==> src/rtl/midi_rx_parser.sv <==
// MIDI UART receiver plus channel-voice parser driving a monophonic, last-note-priority note interface.
// Byte deframing is 16x+ oversampled with mid-bit sampling; note outputs are registered one cycle after the completing byte.
module midi_rx_parser #(
    parameter int CLK_HZ  = 25000000,
    parameter int BAUD    = 31250,
    parameter int CHANNEL = 0,
    parameter int OMNI    = 0
) (
    input  logic       clk,
    input  logic       rst_n,
    input  logic       midi_rx,
    output logic [7:0] midi_data,
    output logic       midi_valid,
    output logic [6:0] velocity,
    output logic       note_strobe,
    output logic [7:0] rx_byte,
    output logic       rx_byte_valid,
    output logic       framing_error
);

    localparam int CLKS_PER_BIT = CLK_HZ / BAUD;
    localparam int CW           = $clog2(CLKS_PER_BIT + 1);
    localparam logic [CW-1:0] BIT_LAST  = CW'(CLKS_PER_BIT - 1);
    localparam logic [CW-1:0] HALF_LAST = CW'(CLKS_PER_BIT / 2 - 1);
    localparam logic [3:0]    CH        = 4'(CHANNEL);

    typedef enum logic [2:0] {
        RX_IDLE, RX_START, RX_DATA, RX_STOP, RX_WAIT_IDLE
    } rx_state_t;

    typedef enum logic [1:0] {
        P_NONE, P_KEY, P_VEL
    } p_state_t;

    logic            r_rx_s1;
    logic            r_rx_s2;
    logic            r_rx_prev;
    rx_state_t       r_rx_state;
    logic [CW-1:0]   r_cnt;
    logic [2:0]      r_bit;
    logic [7:0]      r_shift;
    logic [7:0]      r_rx_byte;
    logic            r_rx_byte_valid;
    logic            r_framing_error;

    p_state_t        r_p_state;
    logic [7:0]      r_run_status;
    logic [6:0]      r_key;
    logic [7:0]      r_midi_data;
    logic            r_midi_valid;
    logic [6:0]      r_velocity;
    logic            r_note_strobe;

    logic            w_rx;
    logic            w_start_edge;
    logic            w_is_realtime;
    logic            w_is_system;
    logic            w_byte_note_status;
    logic            w_run_note_on;

    assign w_rx         = r_rx_s2;
    assign w_start_edge = r_rx_prev & ~w_rx;

    always_ff @(posedge clk or negedge rst_n) begin
        if (!rst_n) begin
            r_rx_s1   <= 1'b1;
            r_rx_s2   <= 1'b1;
            r_rx_prev <= 1'b1;
        end else begin
            r_rx_s1   <= midi_rx;
            r_rx_s2   <= r_rx_s1;
            r_rx_prev <= r_rx_s2;
        end
    end

    always_ff @(posedge clk or negedge rst_n) begin
        if (!rst_n) begin
            r_rx_state      <= RX_IDLE;
            r_cnt           <= '0;
            r_bit           <= '0;
            r_shift         <= '0;
            r_rx_byte       <= '0;
            r_rx_byte_valid <= 1'b0;
            r_framing_error <= 1'b0;
        end else begin
            r_rx_byte_valid <= 1'b0;
            r_framing_error <= 1'b0;
            case (r_rx_state)
                RX_IDLE: begin
                    r_cnt <= '0;
                    r_bit <= '0;
                    if (w_start_edge) r_rx_state <= RX_START;
                end
                RX_START: begin
                    if (r_cnt == HALF_LAST) begin
                        r_cnt      <= '0;
                        r_rx_state <= w_rx ? RX_IDLE : RX_DATA;
                    end else begin
                        r_cnt <= r_cnt + 1'b1;
                    end
                end
                RX_DATA: begin
                    if (r_cnt == BIT_LAST) begin
                        r_cnt   <= '0;
                        r_shift <= {w_rx, r_shift[7:1]};
                        r_bit   <= r_bit + 1'b1;
                        if (r_bit == 3'd7) r_rx_state <= RX_STOP;
                    end else begin
                        r_cnt <= r_cnt + 1'b1;
                    end
                end
                RX_STOP: begin
                    if (r_cnt == BIT_LAST) begin
                        r_cnt <= '0;
                        if (w_rx) begin
                            r_rx_byte       <= r_shift;
                            r_rx_byte_valid <= 1'b1;
                            r_rx_state      <= RX_IDLE;
                        end else begin
                            r_framing_error <= 1'b1;
                            r_rx_state      <= RX_WAIT_IDLE;
                        end
                    end else begin
                        r_cnt <= r_cnt + 1'b1;
                    end
                end
                RX_WAIT_IDLE: begin
                    if (w_rx) r_rx_state <= RX_IDLE;
                end
                default: r_rx_state <= RX_IDLE;
            endcase
        end
    end

    assign w_is_realtime      = (r_rx_byte[7:3] == 5'b11111);
    assign w_is_system        = (r_rx_byte[7:4] == 4'hF);
    assign w_byte_note_status = (r_rx_byte[7:5] == 3'b100) &&
                                ((OMNI != 0) || (r_rx_byte[3:0] == CH));
    // Channel is rechecked here so the executed message always agrees with the latched status.
    assign w_run_note_on      = (r_run_status[7:4] == 4'h9) &&
                                ((OMNI != 0) || (r_run_status[3:0] == CH));

    always_ff @(posedge clk or negedge rst_n) begin
        if (!rst_n) begin
            r_p_state     <= P_NONE;
            r_run_status  <= '0;
            r_key         <= '0;
            r_midi_data   <= '0;
            r_midi_valid  <= 1'b0;
            r_velocity    <= '0;
            r_note_strobe <= 1'b0;
        end else begin
            r_note_strobe <= 1'b0;
            if (r_rx_byte_valid) begin
                if (r_rx_byte[7]) begin
                    if (!w_is_realtime) begin
                        if (w_is_system) begin
                            r_run_status <= '0;
                            r_p_state    <= P_NONE;
                        end else begin
                            r_run_status <= r_rx_byte;
                            r_p_state    <= w_byte_note_status ? P_KEY : P_NONE;
                        end
                    end
                end else begin
                    case (r_p_state)
                        P_KEY: begin
                            r_key     <= r_rx_byte[6:0];
                            r_p_state <= P_VEL;
                        end
                        P_VEL: begin
                            r_p_state <= P_KEY;
                            if (w_run_note_on && (r_rx_byte[6:0] != 7'd0)) begin
                                r_midi_data   <= {1'b0, r_key};
                                r_velocity    <= r_rx_byte[6:0];
                                r_midi_valid  <= 1'b1;
                                r_note_strobe <= 1'b1;
                            end else if (r_midi_valid && (r_key == r_midi_data[6:0])) begin
                                r_midi_valid  <= 1'b0;
                                r_note_strobe <= 1'b1;
                            end
                        end
                        default: ;
                    endcase
                end
            end
        end
    end

    assign midi_data     = r_midi_data;
    assign midi_valid    = r_midi_valid;
    assign velocity      = r_velocity;
    assign note_strobe   = r_note_strobe;
    assign rx_byte       = r_rx_byte;
    assign rx_byte_valid = r_rx_byte_valid;
    assign framing_error = r_framing_error;

endmodule

==> config.mk <==
export PLATFORM = sky130hd
export DESIGN_NAME = midi_rx_parser
export DESIGN_NICKNAME = d
export VERILOG_FILES = /design/src/rtl/midi_rx_parser.sv
export SDC_FILE = /design/constraint.sdc
export NUM_CORES = 1
export LEC_CHECK = 0
export CAP_MARGIN = 10
export CORE_UTILIZATION = 61
export CTS_CLUSTER_SIZE = 28
export DETAILED_ROUTE_END_ITERATION = 8
export GPL_TIMING_DRIVEN = 0
export PLACE_DENSITY = 0.84
export SLEW_MARGIN = 10
export SYNTH_ARGS = -nofsm -noshare
export SYNTH_HDL_FRONTEND = slang
export SYNTH_SLANG_ARGS = --single-unit
==> constraint.sdc <==
create_clock -name clk -period 6.2 [get_ports clk]
set_input_delay 0.62 -clock clk [delete_from_list [all_inputs] [get_ports clk]]
set_output_delay 0.62 -clock clk [all_outputs]
set_load 0.03 [all_outputs]
==> reports/results.ini, run 1 <==
[timing]
whs_ns = 0.2096
slew_headroom = 0.2795
finalSetupViolCount = 0
setup_tns_ns = 0
tightest_slew_ns = 1.078
slew_violations = 0
timing.fmax_mhz = 409.8
timing.final.crit_share = 0.3936
grt_setup_unrepaired = no
worst_slack_ns = 3.760
fin_crit_ns = 2.440
skew_ns = 0.005745
final_hold_viol_count = 0

[worst_setup_path]
worst_setup_path_start_kind = flop
cp_max_fo = 8
crit_type = reg -> reg
endpoint_kind = flop
cp.required_ns = 6.42
crit_arrival_ns = 2.66

[place]
dpl.cell_count = 360
hpwl_um = 4205
portBuffers = 28
pre_cts_slack_ns = 3.782
routabilityCongestion = 0.8401
placed_cell_area_um2 = 3551

[grt]
grt_pass1_vias = 2187
grt_overflow = 0
track_usage = 0.2553
grt_max_degree = 39
antenna_found_initial = 0
grt_pass1_wl_um = 10330

[job]
maxCapViolCount = 0

[yosys]
yosys_warnings = 0
synth_edf_count = 0
ys_ff_latch = 70
synth_top_area_cell = dfrtp_1
synth_top_area_frac = 0.5290
ys.flop_type = dfrtp_1
synth_area_leaders = dfrtp_1, mux2_2, mux2_4
synth.distinct_cells = 52
synth_seq_area_share = 0.5539
avgSynthCellArea_um2 = 12.00
async_flop_share = 1.000
syn-num-nets = 270
syn_area_um2 = 3169
synth_cells = 264

[final_layout]
n_antenna_cell = 0
multi_input_area_um2 = 1333
seqCellArea_um2 = 1755
layout.cells.non_filler = 374
fin_area_um2 = 3706
num-nets-final = 310
n_fill_cell = 327
drive_gt1_frac = 0.2085
syn2layout_area_growth_pct = 16.94

[clock_network]
tritoncts.num_buffers = 9
cts_resized = 0
clk_pin_slew_ns = 0.07
postCtsSetupRepairBufs = 0
clkLatencyLatePin_ns = 0.34
cts_tree = yes
htree_num_levels = 3
root_buffer = clkbuf_8
cts_hold_buffers = 0
cts_num_sinks = 70
clock_path_buffers = 2

[pwr]
max-vdd-ir-drop_mv = 0.2298
leakagePower_nw = 1.744
power_density_nw_per_um2 = 254.4

[routing]
vias_per_cell = 6.013
drt-total-wl_um = 6045
drc = 0
first_pass_iters = 4
post_drt_wl_per_cell_um = 16.16
vias = 2249
drt-initial-drc-count = 175
ant_nets = 0

[die]
ios = 30
die_h_um = 74.08
die_area_um2 = 5488
die_w_um = 74.08
core-area_um2 = 4848
start_util = 0.6537
row_count = 25

[worst_hold_path]
holdCritPathClass = in -> async

[run_status]
status = finished, final reports clean

==> kinds of logic (layout without fill, tap and decap cells) <==
kind of cell / after synthesis / count (layout) / synth area share
buffers and inverters: 18 / 61 / 0.02566
XOR/XNOR: 7 / 7 / 0.01935
flip-flops: 70 / 70 / 0.5539
multiplexers: 39 / 39 / 0.1469
other: 1 / 1 / 0.001183
AO/OA/AOI/OAI: 48 / 48 / 0.1038
AND/OR/NAND/NOR: 78 / 78 / 0.1374
adder cells (fa/ha/maj): 3 / 3 / 0.01184
==> flip-flops by register name, summed over array words and instances (netlist names), 2 cells and up <==
| name | flops |
|---|---|
| midi_data | 7 |
| r_bit | 3 |
| r_cnt | 10 |
| r_key | 7 |
| r_p_state | 2 |
| r_run_status | 8 |
| r_rx_state | 3 |
| r_shift | 8 |
| rx_byte | 8 |
| velocity | 7 |
==> synth_stat cells (2+ instances only) <==
library cell,count
a21o_1,2
a21oi_1,8
a22o_1,7
and3_1,3
buf_2,2
clkbuf_1,9
dfrtp_1,67
dfstp_2,3
ha_1,3
inv_1,5
mux2_2,28
mux2_4,8
mux2i_1,3
nand2_1,17
nand3_1,11
nand4_1,8
nand4b_1,2
nor2_1,13
nor2b_1,2
nor3_1,2
nor3b_1,4
nor4_1,4
nor4bb_1,2
o211ai_1,2
o21a_1,2
o21ai_0,14
o41ai_1,2
or4_1,2
xnor2_1,3
xor2_1,4
==> layer usage <==
metal  GRT usage  vias to the layer above  routed length (um)
met5           0                        -                   0
met2      0.4354                       43                3166
met3     0.04472                        7                 208
li1            -                     1052                   -
met1      0.3184                     1147                2592
met4      0.1175                        0                  78
==> layout by cell type (no fill, tap or decap), types with 4 or more instances in the layout <==
cell type,synthesis,layout
a21oi_1,8,8
a22o_1,7,7
clkbuf_1,9,11
clkbuf_8,0,10
clkdlybuf4s50_1,0,27
dfrtp_1,67,67
inv_1,5,5
mux2_2,28,28
mux2_4,8,8
nand2_1,17,17
nand3_1,11,11
nand4_1,8,8
nor2_1,13,13
nor3b_1,4,4
nor4_1,4,4
o21ai_0,14,14
xor2_1,4,4
==> critical path, cell delays in order (launching register included) <==
cell and delay, ns:
dfrtp_1 0.40, ha_1 0.25, nand3_2 0.14, or4_1 0.48, buf_2 0.17, or4_4 0.42
buf_6 0.16, mux2_4 0.31
==> cell type report <==
type	count	share of cell area
Multi-Input combinational cell	176	0.3596
Inverter	5	0.005064
Clock inverter	2	0.002701
Buffer	13	0.01688
Clock buffer	12	0.03916
Timing Repair Buffer	29	0.08035
Sequential cell	70	0.4737
Tap cell	67	0.02262
==> report_power, final <==
part / switching (mW) / total, mW / internal, mW
clock network: 0.152 / 0.302 / 0.150
registers: 0.0268 / 0.510 / 0.484
logic: 0.0772 / 0.130 / 0.0531
total: 0.256 / 0.943 / 0.687
==> worst paths after layout <==
kind / from / endpoint / slack, ns / cells after the start
max in group asynchronous: rst_n / r_rx_s1$_DFF_PN1_ / 5.39 / 2
worst max-delay path: r_cnt[0]$_DFFE_PN0P_ / r_shift[0]$_DFFE_PN0P_ / 3.76 / 7
worst max register to register: r_cnt[0]$_DFFE_PN0P_ / r_shift[0]$_DFFE_PN0P_ / 3.76 / 7
worst min register to register: r_rx_s1$_DFF_PN1_ / r_rx_s2$_DFF_PN1_ / 0.36 / 0
min in group clk: r_rx_s1$_DFF_PN1_ / r_rx_s2$_DFF_PN1_ / 0.36 / 0
worst min-delay path: rst_n / r_run_status[5]$_DFFE_PN0P_ / 0.21 / 1
==> stage by stage <==
stage	utilization	total power [mW]
after floorplan	-	0.6080
after global placement	0.7288	0.6378
after detailed placement	0.7324	0.6461
after CTS	0.7644	0.9481
after global routing	0.7644	0.9914
final	0.7644	0.9429
(Power assumes the default switching activity.)
==> inputs of run 2 (changes only) <==
--- a/config.mk
+++ b/config.mk
@@ -6,11 +6,11 @@
 export NUM_CORES = 1
 export LEC_CHECK = 0
 export CAP_MARGIN = 10
-export CORE_UTILIZATION = 61
+export CORE_UTILIZATION = 57
 export CTS_CLUSTER_SIZE = 28
 export DETAILED_ROUTE_END_ITERATION = 8
 export GPL_TIMING_DRIVEN = 0
-export PLACE_DENSITY = 0.84
+export PLACE_DENSITY = 0.79
 export SLEW_MARGIN = 10
 export SYNTH_ARGS = -nofsm -noshare
 export SYNTH_HDL_FRONTEND = slang
==> constraint.sdc (replaced) <==
create_clock -name clk -period 2.3 [get_ports clk]
set_input_delay 0.23 -clock clk [delete_from_list [all_inputs] [get_ports clk]]
set_output_delay 0.23 -clock clk [all_outputs]
set_load 0.03 [all_outputs]
==> run 2 against run 1 <==
  * First-iteration DRC count increased by 18%
  * Register-to-register slack got worse by 3.7 ns
  * Via count increased by 0.93%
  * Clock power increased to 3.8 times the previous value
  * Critical path depth decreased by 3
  * Wire length increased by 9.8%
  * Sequential share of layout area decreased by 2.3 points
  * Hold slack improved by 0.078 ns
  * Die area increased by 6.8%
  * Highest routed layer unchanged
==> reports/results.ini, run 2 (synthesized netlist as in run 1, its figures left out) <==
[worst_setup_path]
max_stage_delay_ns = 0.66  ; +0.18 ns
crit_type = reg -> reg
crit_top_cell = or4_4
critPathSlowestCell = or4_4
cp_max_fo = 8  ; unchanged
endpoint_kind = flop
cp.required_ns = 2.53  ; -3.89 ns
path_buf_inv = 0  ; -2
cpLargestDelayFamily = simple AND/OR/NAND/NOR gates
path_cells = nand4b_1, or4_4, or4_4, mux2_4
worst_setup_path_start_kind = flop
crit_arrival_ns = 2.51  ; -0.15 ns

[final_layout]
final_common_cell = dfrtp_1
drive_gt1_frac = 0.2468  ; +0.03837
num-nets-final = 317  ; +2.3%
top_register = r_cnt
syn2layout_area_growth_pct = 22.94
final_cell_mix = dfrtp_1, mux2_2, clkdlybuf4s50_1
n_antenna_cell = 0  ; unchanged
post-route-util = 0.7439  ; -0.02048
layout.cells.non_filler = 386  ; +3.2%
largest_register_ffs = 10  ; unchanged

[pwr]
max-vdd-ir-drop_mv = 0.5291  ; +130%
power_density_nw_per_um2 = 769.0  ; +200%
power.switching_uw = 786.5  ; +210%
p_comb_frac = 0.149  ; +0.011
power.total_mw = 2.996  ; +220%
clock_power_share = 0.388  ; +0.068
internal_power_mw = 2.210  ; +220%
pwr-share-seq = 0.464  ; -0.077
switching_share = 0.2625  ; -0.008689
leakagePower_nw = 1.819  ; +4.3%

[grt]
antenna_found_initial = 0  ; unchanged
busiest_layer = met2
track_usage = 0.2426  ; -0.01270
gr-usage-met1 = 0.3076  ; -0.01086
met3_usage = 0.04072  ; -0.003997
met2_usage = 0.3973  ; -0.03806
grt_overflow = 0  ; unchanged
grt_max_degree = 49  ; +26%
grt_pass1_vias = 2264  ; +3.5%
grt_pass1_wl_um = 10930  ; +5.8%

[die]
die_h_um = 76.57  ; +3.4%
row_count = 26  ; +4.0%
core-area_um2 = 5238  ; +8.0%
die_w_um = 76.57  ; +3.4%
die_area_um2 = 5862  ; +6.8%
ios = 30  ; unchanged
start_util = 0.6051  ; -0.04857

[worst_hold_path]
holdCritPathClass = in -> reg

[timing]
setup_tns_ns = 0  ; unchanged
finalSetupViolCount = 0  ; unchanged
grt_setup_unrepaired = yes
final_hold_viol_count = 0  ; unchanged
fin_crit_ns = 2.279  ; -0.1611 ns
slew_violations = 0  ; unchanged
slew_headroom = 0.2696  ; -0.009878
skew_ns = 0.01291  ; +0.007165 ns
timing.final.crit_share = 0.9909  ; +0.5973
timing.fmax_mhz = 438.8  ; +7.1%
tightest_slew_ns = 1.093  ; +0.01479 ns

[clock_network]
clkLatencyLatePin_ns = 0.35  ; about the same
clk_pin_slew_ns = 0.07  ; about the same
tritoncts.num_buffers = 9  ; unchanged
clock_path_buffers = 2  ; unchanged
root_buffer = clkbuf_8
cts_tree = yes
cts_num_sinks = 70  ; unchanged
htree_num_levels = 3  ; unchanged

[place]
dpl.cell_count = 363  ; +0.83%
portBuffers = 28  ; unchanged
hpwl_um = 4166  ; -0.93%
routabilityCongestion = 0.8434  ; +0.39%

[routing]
first_pass_iters = 4  ; unchanged
drt-initial-drc-count = 207  ; +18%
drt-total-wl_um = 6637  ; +9.8%
drc = 0  ; unchanged
post_drt_wl_per_cell_um = 17.19  ; +6.4%
vias_per_cell = 5.881  ; -2.2%
vias = 2270  ; +0.93%
ant_nets = 0  ; unchanged

[run_status]
status = finished, final reports clean

[job]
maxCapViolCount = 0  ; unchanged

==> run 2: cell types whose count changed in the layout (fill, tap and decap cells not counted), moves of 2 or more <==
cell       before  now
buf_4           2   10
buf_2           2    0
bufinv_16       0    2
clkbuf_8       10   12
==> run 2: final cells by class <==
cell class              count  area, um^2
flip-flops and latches     70        1757
multi-input cells         176        1375
fillers                   360        1341
repair buffers             38       375.4
clock buffers              13       168.9
well taps                  70       87.58
clock inverters             3       65.06
plain buffers              11       48.80
inverters                   5       18.77
==> run 2: timing repair <==
| item | CTS | global route |
|---|---|---|
| resized for setup | 8 | 3 |
| endpoints found under the hold margin | 22 | 0 |
| setup buffers | 3 | 5 |
| pin swaps | 1 | 3 |
| hold buffers | 1 | 0 |
| endpoints found under the setup margin | 23 | 17 |
==> run 2: worst paths after layout <==
check / startpoint / end / slack [ns] / cells past startpoint
worst min-delay path: midi_rx / r_rx_s1$_DFF_PN1_ / 0.29 / 1
worst max-delay path: r_cnt[7]$_DFFE_PN0P_ / r_shift[7]$_DFFE_PN0P_ / 0.02 / 4
min in group asynchronous: rst_n / r_key[4]$_DFFE_PN0P_ / 0.31 / 2
worst max register to register: r_cnt[7]$_DFFE_PN0P_ / r_shift[7]$_DFFE_PN0P_ / 0.02 / 4
worst min register to register: r_rx_s1$_DFF_PN1_ / r_rx_s2$_DFF_PN1_ / 0.36 / 0
max in group asynchronous: rst_n / r_rx_s2$_DFF_PN1_ / 1.40 / 3
==> run 2: power groups by stage <==
stage | sequential [mW] | combinational, mW | clock, mW
3_3_place_gp | 1.39 | 0.326 | 0
3_5_place_dp | 1.40 | 0.347 | 0
4_1_cts | 1.38 | 0.422 | 1.17
6_report | 1.39 | 0.445 | 1.16
2_1_floorplan | 1.38 | 0.261 | 0
5_1_grt | 1.39 | 0.498 | 1.22
==> run 2: metrics by stage <==
stage          setup slack [ns]  area [um^2]  hold WS, ns
6_report                0.02085         3896       0.2879
5_1_grt                -0.02029         3896       0.2900
4_1_cts                 0.01572         3857       0.2816
3_5_place_dp            -0.1105         3562       0.1489
3_3_place_gp             -1.294         3537       0.3460
2_1_floorplan           0.04223         3169     -0.06559
==> run 2: routing by layer <==
| metal | vias to the layer above | routed length [um] |
|---|---|---|
| met1 | 1140 | 2985 |
| met3 | 19 | 182 |
| met5 | - | 0 |
| met2 | 50 | 3325 |
| li1 | 1061 | - |
| met4 | 0 | 144 |
==> inputs of run 3 (changes only) <==
--- a/config.mk
+++ b/config.mk
@@ -5,7 +5,7 @@
 export SDC_FILE = /design/constraint.sdc
 export NUM_CORES = 1
 export LEC_CHECK = 0
-export CAP_MARGIN = 10
+export CAP_MARGIN = 40
 export CORE_UTILIZATION = 57
 export CTS_CLUSTER_SIZE = 28
 export DETAILED_ROUTE_END_ITERATION = 8
==> run 3 against run 2 <==
  * The flow now finishes with violations (setup timing)
  * Wire length is 3.6% lower
  * Count of clock-buffer cells in the layout stayed put
  * Via count is 0.18% higher
  * Combinational power hardly changed
  * Global-route usage is 0.41 points lower
  * Fmax is 0.95% lower
==> reports/results.ini, run 3 (synthesized netlist as in run 1, its figures left out) <==
[run_status]
status = complete, but fails checks
violations = setup timing

[pwr]
max-vdd-ir-drop_mv = 0.5250  ; -0.76%
power.total_mw = 2.877  ; -4.0%
leakagePower_nw = 1.817  ; -0.11%
power_density_nw_per_um2 = 740.4  ; -3.7%

[clock_network]
htree_num_levels = 3  ; unchanged
tritoncts.num_buffers = 9  ; unchanged
clk_pin_slew_ns = 0.07  ; about the same
clkLatencyLatePin_ns = 0.34  ; about the same
cts_num_sinks = 70  ; unchanged
root_buffer = clkbuf_8
cts_tree = yes
clock_path_buffers = 2  ; unchanged

[final_layout]
drive_gt1_frac = 0.2524  ; +0.005530
post-route-util = 0.7420  ; -0.001911
num-nets-final = 318  ; +0.32%
final_common_cell = dfrtp_1
n_antenna_cell = 0  ; unchanged
final_cell_mix = dfrtp_1, mux2_2, clkdlybuf4s50_1
largest_register_ffs = 10  ; unchanged
n_fill_cell = 362  ; +0.56%
syn2layout_area_growth_pct = 22.62
fin_area_um2 = 3886  ; -0.26%
top_register = r_cnt

[worst_hold_path]
holdCritPathClass = in -> reg

[timing]
timing.fmax_mhz = 434.6  ; -0.95%
final_hold_viol_count = 0  ; unchanged
grt_setup_unrepaired = yes
slew_violations = 0  ; unchanged
setup_tns_ns = -0.0009808  ; -0.0009808 ns
tightest_slew_ns = 0.6359  ; -0.4573 ns
fin_crit_ns = 2.301  ; +0.02183 ns
slew_headroom = 0.5722  ; +0.3025
finalSetupViolCount = 1  ; +1
skew_ns = 0.004979  ; -0.007931 ns
timing.final.crit_share = 1.000  ; +0.009492
worst_slack_ns = -0.0009808  ; -0.02183 ns

[worst_setup_path]
r2r_slack_ns = -0.001  ; -0.02 ns
crit_type = reg -> reg
crit_arrival_ns = 2.53  ; +0.02 ns
cp.required_ns = 2.53  ; about the same
cp_max_fo = 8  ; unchanged
endpoint_kind = flop
worst_setup_path_start_kind = flop

[grt]
track_usage = 0.2385  ; -0.004117
grt_pass1_vias = 2227  ; -1.6%
grt_pass1_wl_um = 10750  ; -1.6%
grt_overflow = 0  ; unchanged
grt_max_degree = 49  ; unchanged
antenna_found_initial = 0  ; unchanged

[die]
die_w_um = 76.57  ; unchanged
die_area_um2 = 5862  ; unchanged
core-area_um2 = 5238  ; unchanged
ios = 30  ; unchanged
row_count = 26  ; unchanged
die_h_um = 76.57  ; unchanged
start_util = 0.6051  ; unchanged

[routing]
first_pass_iters = 4  ; unchanged
drt-initial-drc-count = 134  ; -35%
post_drt_wl_per_cell_um = 16.53  ; -3.9%
ant_nets = 0  ; unchanged
drt-total-wl_um = 6396  ; -3.6%
drc = 0  ; unchanged
vias_per_cell = 5.876  ; about the same
vias = 2274  ; +0.18%

[job]
maxCapViolCount = 0  ; unchanged

[place]
portBuffers = 28  ; unchanged
placed_cell_area_um2 = 3567  ; +0.14%
pre_cts_slack_ns = -0.1005  ; +0.009927 ns
hpwl_um = 4158  ; -0.19%
routabilityCongestion = 0.8434  ; unchanged

==> run 3: critical path, cell delays in order, from the launching register on <==
cell and delay (ns):
dfrtp_1 0.40, ha_4 0.17, nand3_4 0.07, or4_4 0.56, or4_4 0.64, mux2_4 0.33
==> run 3: worst paths after layout <==
kind | from | end | cells after the start
max | r_cnt[0]$_DFFE_PN0P_ | r_shift[6]$_DFFE_PN0P_ | 5
min | midi_rx | r_rx_s1$_DFF_PN1_ | 1
max reg2reg | r_cnt[0]$_DFFE_PN0P_ | r_shift[6]$_DFFE_PN0P_ | 5
min reg2reg | r_rx_s1$_DFF_PN1_ | r_rx_s2$_DFF_PN1_ | 0
max in group asynchronous | rst_n | r_rx_prev$_DFF_PN1_ | 3
min in group asynchronous | rst_n | r_run_status[6]$_DFFE_PN0P_ | 2
==> run 3: routing by layer <==
metal | routed length [um] | vias to the layer above | track usage
li1 | - | 1071 | -
met3 | 255 | 11 | 0.07665
met5 | 0 | - | 0
met4 | 84 | 0 | 0.07308
met1 | 2769 | 1129 | 0.2908
met2 | 3287 | 63 | 0.4027
==> run 3: metrics by stage <==
step / instances / hold WS, ns
2_1_floorplan: 264 / -0.06559
3_3_place_gp: 362 / 0.3460
3_5_place_dp: 364 / 0.1480
4_1_cts: 383 / 0.2766
5_1_grt: 387 / 0.2769
6_report: 387 / 0.2887
==> run 3: repair_timing <==
item / in CTS / in global routing
endpoints found under the setup margin: 25 / 17
cloned: 0 / 0
resized for setup: 8 / 3
setup buffers: 3 / 5
hold buffers: 1 / 0
pin swaps: 0 / 3
hold endpoints to repair: 22 / 0
==> run 3: report_power, final <==
group | internal (mW) | switching [mW]
Sequential | 1.30 | 0.0850
Clock | 0.616 | 0.431
Combinational | 0.209 | 0.233
==> run 3: cell type report <==
class / count / area (um^2) / area share
clock inverter: 3 / 40.04 / 0.01030
clock buffer: 13 / 178.9 / 0.04604
multi-input combinational: 176 / 1375 / 0.3538
inverter: 5 / 18.77 / 0.004829
buffer: 11 / 48.80 / 0.01256
timing repair buffer: 39 / 380.4 / 0.09788
tap: 70 / 87.58 / 0.02254
sequential: 70 / 1757 / 0.4520
